==> config.mk <==
export PLATFORM = sky130hd
export DESIGN_NAME = fifo_stream_reader_flat
export DESIGN_NICKNAME = d
export VERILOG_FILES = /design/src/rtl/fifo_stream_reader_if.sv /design/src/rtl/fifo_stream_reader.sv /design/src/flat_wrapper.sv
export SDC_FILE = /design/constraint.sdc
export NUM_CORES = 1
export LEC_CHECK = 0
export CAP_MARGIN = 20
export CORE_MARGIN = 2
export CORE_UTILIZATION = 48
export CTS_CLUSTER_DIAMETER = 120
export CTS_CLUSTER_SIZE = 30
export DETAILED_ROUTE_END_ITERATION = 7
export GPL_TIMING_DRIVEN = 0
export PLACE_DENSITY = 0.82
export RECOVER_POWER = 25
export SLEW_MARGIN = 20
export SYNTH_ARGS = -nofsm -noshare
export SYNTH_HDL_FRONTEND = slang
export SYNTH_SLANG_ARGS = --single-unit
==> constraint.sdc <==
create_clock -name clk -period 2.4 [get_ports clk]
set_clock_uncertainty 0.05 [all_clocks]
set_input_delay 0.72 -clock clk [delete_from_list [all_inputs] [get_ports clk]]
set_output_delay 0.72 -clock clk [all_outputs]
set_load 0.05 [all_outputs]
==> src/rtl/fifo_stream_reader_if.sv <==
// fifo_stream_reader_if: FIFO strobe-read side and valid/ready stream side of the stream reader.
interface fifo_stream_reader_if #(
    parameter int DATA_WIDTH = 8,
    parameter int RD_LATENCY = 1
);
    localparam int LEVEL_W = $clog2(RD_LATENCY + 2);

    logic                  fifo_empty;
    logic                  fifo_read;
    logic [DATA_WIDTH-1:0] fifo_read_data;
    logic                  m_valid;
    logic                  m_ready;
    logic [DATA_WIDTH-1:0] m_data;
    logic [LEVEL_W-1:0]    buf_level;

    modport master (
        input  fifo_empty,
        input  fifo_read_data,
        input  m_ready,
        output fifo_read,
        output m_valid,
        output m_data,
        output buf_level
    );

    modport slave (
        output fifo_empty,
        output fifo_read_data,
        output m_ready,
        input  fifo_read,
        input  m_valid,
        input  m_data,
        input  buf_level
    );
endinterface

==> src/rtl/fifo_stream_reader.sv <==
// fifo_stream_reader: prefetches FIFO words into a skid buffer and presents them as a valid/ready stream.
// Optional beat/stall statistics ports are built when FIFO_READER_STATS_EN is defined.
module fifo_stream_reader #(
    parameter int DATA_WIDTH = 8,
    parameter int RD_LATENCY = 1
) (
    input  logic                 clk,
    input  logic                 reset_n,
    fifo_stream_reader_if.master bus
`ifdef FIFO_READER_STATS_EN
    ,
    output logic [15:0]          beat_count,
    output logic [15:0]          stall_count
`endif
);
    localparam int BUF_DEPTH = RD_LATENCY + 1;
    localparam int CNT_W     = $clog2(BUF_DEPTH + 1);
    localparam int IDX_W     = $clog2(BUF_DEPTH);
    localparam logic [IDX_W-1:0] LAST_IDX  = IDX_W'(BUF_DEPTH - 1);
    localparam logic [CNT_W:0]   DEPTH_EXT = (CNT_W + 1)'(BUF_DEPTH);

    logic [DATA_WIDTH-1:0] buf_mem_r [BUF_DEPTH];
    logic [IDX_W-1:0]      head_r;
    logic [IDX_W-1:0]      tail_r;
    logic [CNT_W-1:0]      count_r;
    logic [CNT_W-1:0]      inflight_r;
    logic [RD_LATENCY-1:0] vpipe_r;

    logic                  pop_s;
    logic                  capture_s;
    logic                  fifo_read_s;
    logic                  m_valid_s;
    logic [CNT_W:0]        occupancy_s;

    function automatic logic [IDX_W-1:0] next_idx(input logic [IDX_W-1:0] idx);
        return (idx == LAST_IDX) ? {IDX_W{1'b0}} : idx + IDX_W'(1);
    endfunction

    // Credit check: a read may issue only if its word is guaranteed a buffer slot on return.
    always_comb begin
        m_valid_s   = (count_r != {CNT_W{1'b0}});
        pop_s       = m_valid_s & bus.m_ready;
        capture_s   = vpipe_r[RD_LATENCY-1];
        occupancy_s = {1'b0, count_r} + {1'b0, inflight_r};
        if (!reset_n || bus.fifo_empty) begin
            fifo_read_s = 1'b0;
        end else if (occupancy_s < DEPTH_EXT) begin
            fifo_read_s = 1'b1;
        end else if (pop_s && (occupancy_s == DEPTH_EXT)) begin
            fifo_read_s = 1'b1;
        end else begin
            fifo_read_s = 1'b0;
        end
    end

    // Read-return tracking: valid shift pipe mirrors the RAM latency, inflight counts outstanding reads.
    always_ff @(posedge clk or negedge reset_n) begin
        if (!reset_n) begin
            vpipe_r    <= {RD_LATENCY{1'b0}};
            inflight_r <= {CNT_W{1'b0}};
        end else begin
            vpipe_r[0] <= fifo_read_s;
            for (int i = 1; i < RD_LATENCY; i++) begin
                vpipe_r[i] <= vpipe_r[i-1];
            end
            case ({fifo_read_s, capture_s})
                2'b10:   inflight_r <= inflight_r + CNT_W'(1);
                2'b01:   inflight_r <= inflight_r - CNT_W'(1);
                default: inflight_r <= inflight_r;
            endcase
        end
    end

    // Skid buffer: circular store written at tail on capture, drained at head on pop.
    always_ff @(posedge clk or negedge reset_n) begin
        if (!reset_n) begin
            for (int i = 0; i < BUF_DEPTH; i++) begin
                buf_mem_r[i] <= {DATA_WIDTH{1'b0}};
            end
            head_r  <= {IDX_W{1'b0}};
            tail_r  <= {IDX_W{1'b0}};
            count_r <= {CNT_W{1'b0}};
        end else begin
            if (capture_s) begin
                buf_mem_r[tail_r] <= bus.fifo_read_data;
                tail_r            <= next_idx(tail_r);
            end else begin
                tail_r            <= tail_r;
            end
            if (pop_s) begin
                head_r <= next_idx(head_r);
            end else begin
                head_r <= head_r;
            end
            case ({capture_s, pop_s})
                2'b10:   count_r <= count_r + CNT_W'(1);
                2'b01:   count_r <= count_r - CNT_W'(1);
                default: count_r <= count_r;
            endcase
        end
    end

    assign bus.fifo_read = fifo_read_s;
    assign bus.m_valid   = m_valid_s;
    assign bus.m_data    = buf_mem_r[head_r];
    assign bus.buf_level = count_r;

`ifdef FIFO_READER_STATS_EN
    logic [15:0] beat_count_r;
    logic [15:0] stall_count_r;

    // Statistics: beat counter wraps, stall counter saturates.
    always_ff @(posedge clk or negedge reset_n) begin
        if (!reset_n) begin
            beat_count_r  <= 16'h0000;
            stall_count_r <= 16'h0000;
        end else begin
            if (pop_s) begin
                beat_count_r <= beat_count_r + 16'd1;
            end else begin
                beat_count_r <= beat_count_r;
            end
            if (m_valid_s && !bus.m_ready && (stall_count_r != 16'hFFFF)) begin
                stall_count_r <= stall_count_r + 16'd1;
            end else begin
                stall_count_r <= stall_count_r;
            end
        end
    end

    assign beat_count  = beat_count_r;
    assign stall_count = stall_count_r;
`endif
endmodule

==> src/flat_wrapper.sv <==
// flat-port wrapper written by rule: the top's interface ports become plain ports
module fifo_stream_reader_flat 
#(
    parameter int DATA_WIDTH = 8,
    parameter int RD_LATENCY = 1
)
  (clk, reset_n, bus_fifo_empty, bus_fifo_read_data, bus_m_ready, bus_fifo_read, bus_m_valid, bus_m_data, bus_buf_level);
  fifo_stream_reader_if #(.DATA_WIDTH(DATA_WIDTH), .RD_LATENCY(RD_LATENCY)) bus_i ();
  input  logic clk;
  input  logic reset_n;
  input wire logic [$bits(bus_i.fifo_empty)-1:0] bus_fifo_empty;
  input wire logic [$bits(bus_i.fifo_read_data)-1:0] bus_fifo_read_data;
  input wire logic [$bits(bus_i.m_ready)-1:0] bus_m_ready;
  output wire logic [$bits(bus_i.fifo_read)-1:0] bus_fifo_read;
  output wire logic [$bits(bus_i.m_valid)-1:0] bus_m_valid;
  output wire logic [$bits(bus_i.m_data)-1:0] bus_m_data;
  output wire logic [$bits(bus_i.buf_level)-1:0] bus_buf_level;
  assign bus_i.fifo_empty = bus_fifo_empty;
  assign bus_i.fifo_read_data = bus_fifo_read_data;
  assign bus_i.m_ready = bus_m_ready;
  assign bus_fifo_read = bus_i.fifo_read;
  assign bus_m_valid = bus_i.m_valid;
  assign bus_m_data = bus_i.m_data;
  assign bus_buf_level = bus_i.buf_level;
  fifo_stream_reader #(.DATA_WIDTH(DATA_WIDTH), .RD_LATENCY(RD_LATENCY)) u_core (.clk(clk), .reset_n(reset_n), .bus(bus_i));
endmodule
## After elaboration in Yosys (flattened, before gate mapping)

Index checks and enable logic that the tools add are counted.

| storage, ports and cells | value |
|---|---|
| bits in registers | 23 |
| output and inout bits | 12 |
| input bits | 12 |

| operators by class | value |
|---|---|
| multiplexer cells | 13 |
| eq/ne operators | 5 |
| bitwise logic cells | 3 |
| add/subtract/negate cells | 7 |
| reductions and logical operators | 7 |
| $lt $le $gt $ge | 4 |

Operators with widths:

| kind | number |
|---|---|
| 8-bit two-way mux | 4 |
| 16-bit bitwise mux | 1 |
| 8-bit demux with 1-bit select | 1 |
| 2-bit one-hot mux with 2 select lines | 2 |
| 2-bit nonzero test | 3 |
| 1-bit two-way mux | 5 |
| 2-bit by 1-bit adder with 2-bit output, second input constant | 2 |
| 2-bit by 1-bit == test with 1-bit output, second input constant | 2 |
| 2-bit == test, second input constant | 2 |
| 2-bit >= comparator, second input constant | 2 |
| 1-bit inverter with 2-bit output | 2 |
| 2-bit by 1-bit subtractor with 2-bit output, second input constant | 2 |
| 2-bit by 2-bit adder with 3-bit output | 1 |
| 3-bit by 2-bit == test with 1-bit output, second input constant | 1 |
| 3-bit by 2-bit less-than comparator with 1-bit output, second input constant | 1 |
| 1-bit adder, second input constant | 2 |
| 1-bit logical AND | 2 |
| 2-bit by 1-bit less-than comparator with 1-bit output, second input constant | 1 |
| 1-bit AND | 1 |
| 1-bit zero test | 1 |
| 1-bit logical OR | 1 |

## Logic depth before layout (Yosys ltp)

| depth | value |
|---|---|
| depth after elaboration | 8 |
| mapped depth | 10 |

## Worst setup path after synthesis

No wires, ideal clock.

| timing path | value |
|---|---|
| path type | register to output |
| start | reg u_core.count_r[0] (netlist: u_core.bus.buf_level[0]) |
| end | out bus_fifo_read |
| arrival time | 1.879 ns |
| stages on the path, launching flop included | 5 |
| data required time | 1.630 ns |
| slack | -0.249 ns |
| path through | dfrtp_1 -> ha_1 -> inv_1 -> fa_1 -> o21a_1 |

| on the way | value |
|---|---|
| longest elaborated chain between the ends | 6 |
| elaborated cells on any way between the ends | 9 |

RTL lines:

| item | line | source |
|---|---|---|
| start, declared | fifo_stream_reader.sv:25 | `logic [CNT_W-1:0] count_r;` |
| start signal, assigned | fifo_stream_reader.sv:82 | `count_r <= {CNT_W{1'b0}};` |
| start signal, assigned | fifo_stream_reader.sv:96 | `2'b10: count_r <= count_r + CNT_W'(1);` |
| start signal, assigned | fifo_stream_reader.sv:97 | `2'b01: count_r <= count_r - CNT_W'(1);` |
| 2-bit by 2-bit adder with 3-bit output or 2-bit nonzero test (tied branches) | fifo_stream_reader.sv:44, fifo_stream_reader.sv:41 |  |
| 3-bit by 2-bit == test with 1-bit output or 1-bit AND (tied branches) | fifo_stream_reader.sv:49, fifo_stream_reader.sv:42 |  |
| 1-bit logical AND | fifo_stream_reader.sv:49 | `end else if (pop_s && (occupancy_s == DEPTH_EXT)) begin` |
| 1-bit two-way mux | fifo_stream_reader.sv:49 |  |
| 1-bit two-way mux (*) | fifo_stream_reader.sv:47 | `end else if (occupancy_s < DEPTH_EXT) begin` |
| 1-bit two-way mux (*) | fifo_stream_reader.sv:45 | `if (!reset_n \|\| bus.fifo_empty) begin` |
| end, declared | flat_wrapper.sv:14 | `output wire logic [$bits(bus_i.fifo_read)-1:0] bus_fifo_read;` |

Mark *: on every way between the ends. The rest lies on a longest branch, timed or not.

## Final worst setup path

| timing path | value |
|---|---|
| start | in bus_m_ready |
| end | out bus_fifo_read |

| on the way | value |
|---|---|
| longest elaborated chain between the ends | 5 |

RTL lines:

| item | line | source |
|---|---|---|
| start, declared | flat_wrapper.sv:13 | `input wire logic [$bits(bus_i.m_ready)-1:0] bus_m_ready;` |
| 1-bit AND | fifo_stream_reader.sv:42 | `pop_s = m_valid_s & bus.m_ready;` |
| 1-bit logical AND | fifo_stream_reader.sv:49 |  |
| 1-bit two-way mux | fifo_stream_reader.sv:49 |  |
| 1-bit two-way mux | fifo_stream_reader.sv:47 |  |
| 1-bit two-way mux | fifo_stream_reader.sv:45 |  |

No other way between the ends.

==> metrics.md <==
| Metric | Value |
|---|---|
| Most frequent cells in the layout | mux2_2 (24), dfrtp_1 (21), clkdlybuf4s50_1 (11) |
| DR iter-0 viols | 3 |
| Worst path cell trace | clkdlybuf4s50_1 > o21ai_1 > nor2_1 > o21a_2 > buf_8 |
| Grt total ovfl | 0 |
| Hold Violations, Final | 0 |
| Number of CTS-inserted buffers | 3 |
| Cell Area, Synth | 1060 um2 |
| Status | finished with violations |
| Period utilization | 106% |
| Final Max Tran Viols | 0 |
| Mapped Nets | 92 |
| Endpoint type of the worst setup path | primary output |
| Final nets | 123 |
| WL/cell | 13.7 um |
| Die Area | 2590 um2 |
| Pre-CTS WS | -1540 ps |
| Synth cell types | 16 |
| Startpoint types | input pin |
| Htree depth | 1 |
| Layout fillers | 150 |
| Final setup margin | -148 ps |
| Hold Slack | 267 ps |
| FP Rows | 16 |
| Vias in the first global route | 746 |
| Dpl hpwl | 1.33 mm |
| Slew margin rel. | 67.1% |
| Register area share after synthesis | 54.4% |
| Hold Buf Count CTS | 0 |
| Reg area | 578 um2 |
| CP Class | in -> out |
| First-pass GRT wire length | 3.28 mm |
| Vias/cell | 5.11 |
| Antenna violations before repair | 0 |
| CTS Buffer Depth | 2 |
| Worst-Margin Slew | 492 ps |
| Area of the multi-input gates | 472 um2 |
| Biggest cell delay along the critical path | 400 ps |
| Layout cells sized above 1 | 48.1% |
| Violated checks | setup timing |
| Clk_lat worst skew | 300 ps |
| First-pass DRT Iterations | 2 |
| Slowest cell on the critical path | clkdlybuf4s50_1 |
| Area growth syn-to-layout | 32.4% |
| Routability Congestion | 0.676 |
| Avg Cell Area, Syn | 13.9 um2 |
| CTS Sinks | 23 |
| Commonest non-fill, non-tap cell in the layout | mux2_2 |
| CTS tree | yes |
| Cells after synthesis | 76 |
| CTS clk-pin slew, worst paths | 120 ps |
| Total vias in the final route | 680 |
| R2r setup slk | 410 ps |
| Core Footprint | 2020 um2 |
| WL final | 1.82 mm |
| Max Freq | 0.392 GHz |
| # DRC | 0 |
| Synthesis Warnings | 0 |
| Largest net degree at the start of global routing | 25 |
| Min Tclk post-route | 2550 ps |
| Final Util | 69.2% |
| Die span in y | 50.9 um |
| Worst-path maximum fanout | 3 |
| CP required | 1630 ps |
| Die W | 50.9 um |
| IO Pins | 24 |
| N_diodes | 0 |
| Initial core utilization | 52.3% |
| Synthesized flop and latch total | 23 |
| Routed Antenna Nets | 0 |
| Max-Cap Viols | 0 |
| RSZ-0062 raised after global routing | yes |
| Data arrival time of the critical path | 1780 ps |
| All-layer global routing usage | 17.0% |
| Port Buf Inserts | 23 |
| HP Class | in -> async |
| Root Driver | clkbuf_4 |
| Endpoints failing setup | 1 |
==> routing by layer <==
layer	up-vias	GRT usage (%)	wire, um
met3	4	3.22	76
met4	0	5.41	26
met5	-	0	0
met1	341	20.0	782
met2	17	30.7	938
li1	318	-	-
==> worst max-delay path: cells and delay by family <==
family	cells	cell delay, ps
buf+inv	2	550
compound gates	2	410
simple gates	1	90
==> final timing paths <==
kind | cells past startpoint | start | to
setup / recovery | 5 | bus_m_ready | bus_fifo_read
hold / removal | 1 | reset_n | u_core.inflight_r[1]$_DFFE_PN0P_
setup reg to reg | 8 | u_core.inflight_r[0]$_DFFE_PN0P_ | u_core.inflight_r[1]$_DFFE_PN0P_
hold reg to reg | 1 | u_core.buf_mem_r[8]$_DFFE_PN0P_ | u_core.buf_mem_r[8]$_DFFE_PN0P_
max in group asynchronous | 1 | reset_n | u_core.bus.buf_level[1]$_DFFE_PN0P_
min in group clk | 1 | u_core.buf_mem_r[8]$_DFFE_PN0P_ | u_core.buf_mem_r[8]$_DFFE_PN0P_
==> cell usage after synthesis <==
cell / instances / share of area (%)
buf_2: 1 / 0.47
dfrtp_1: 23 / 54
fa_1: 1 / 1.9
ha_1: 3 / 3.6
inv_1: 4 / 1.4
inv_2: 1 / 0.35
mux2_2: 24 / 26
nand2_1: 1 / 0.35
nand2_2: 1 / 0.59
nor2_1: 4 / 1.4
nor2_4: 1 / 1.1
o21a_1: 1 / 0.71
o21ai_0: 2 / 0.95
or2_2: 1 / 0.59
xnor2_1: 7 / 5.8
xor2_1: 1 / 0.83
==> cell type report <==
cell class	instances	share of cell area, %
plain buffers	1	0.536
clock buffers	3	1.61
clock inverters	1	0.357
inverters	5	1.34
multi-input cells	47	33.7
flip-flops and latches	23	41.3
well taps	27	2.41
repair buffers	26	18.8
==> sequential cells by signal, indices dropped and copies added, names as in the netlist <==
| name | flops |
|---|---|
| u_core.buf_mem_r | 16 |
| u_core.inflight_r | 2 |
| u_core.head_r | 1 |
| u_core.capture_s | 1 |
| u_core.bus.buf_level | 2 |
| u_core.tail_r | 1 |
==> through the flow <==
step	instances	TNS, ps	cell area, um2
2_1_floorplan	76	0	1060
3_3_place_gp	126	-2630	1330
3_5_place_dp	126	-2920	1330
4_1_cts	133	-152	1400
5_1_grt	133	-205	1400
6_report	133	-148	1400
==> timing repair <==
item,in CTS,in global routing
gates resized for setup,43,2
pin swaps,3,1
buffers inserted,3,0
setup endpoints to repair,12,9
==> cell families (layout without fill, tap and decap cells) <==
kind of cell               after synthesis  count (layout)  share of synthesized area (%)
AOI/OAI and AO/OA                        3               3                           1.66
xor gates and xnor gates                 8               8                           6.63
adders and majority gates                4               4                           5.44
buffers and inverters                    6              36                           2.25
DFF                                     23              23                           54.4
muxes                                   24              24                           25.6
and+or+nand+nor                          8               8                           4.02
Power is left out: the tool's default activity adds up to more than one toggle a clock period on the data nets, which glitch-free logic cannot reach.
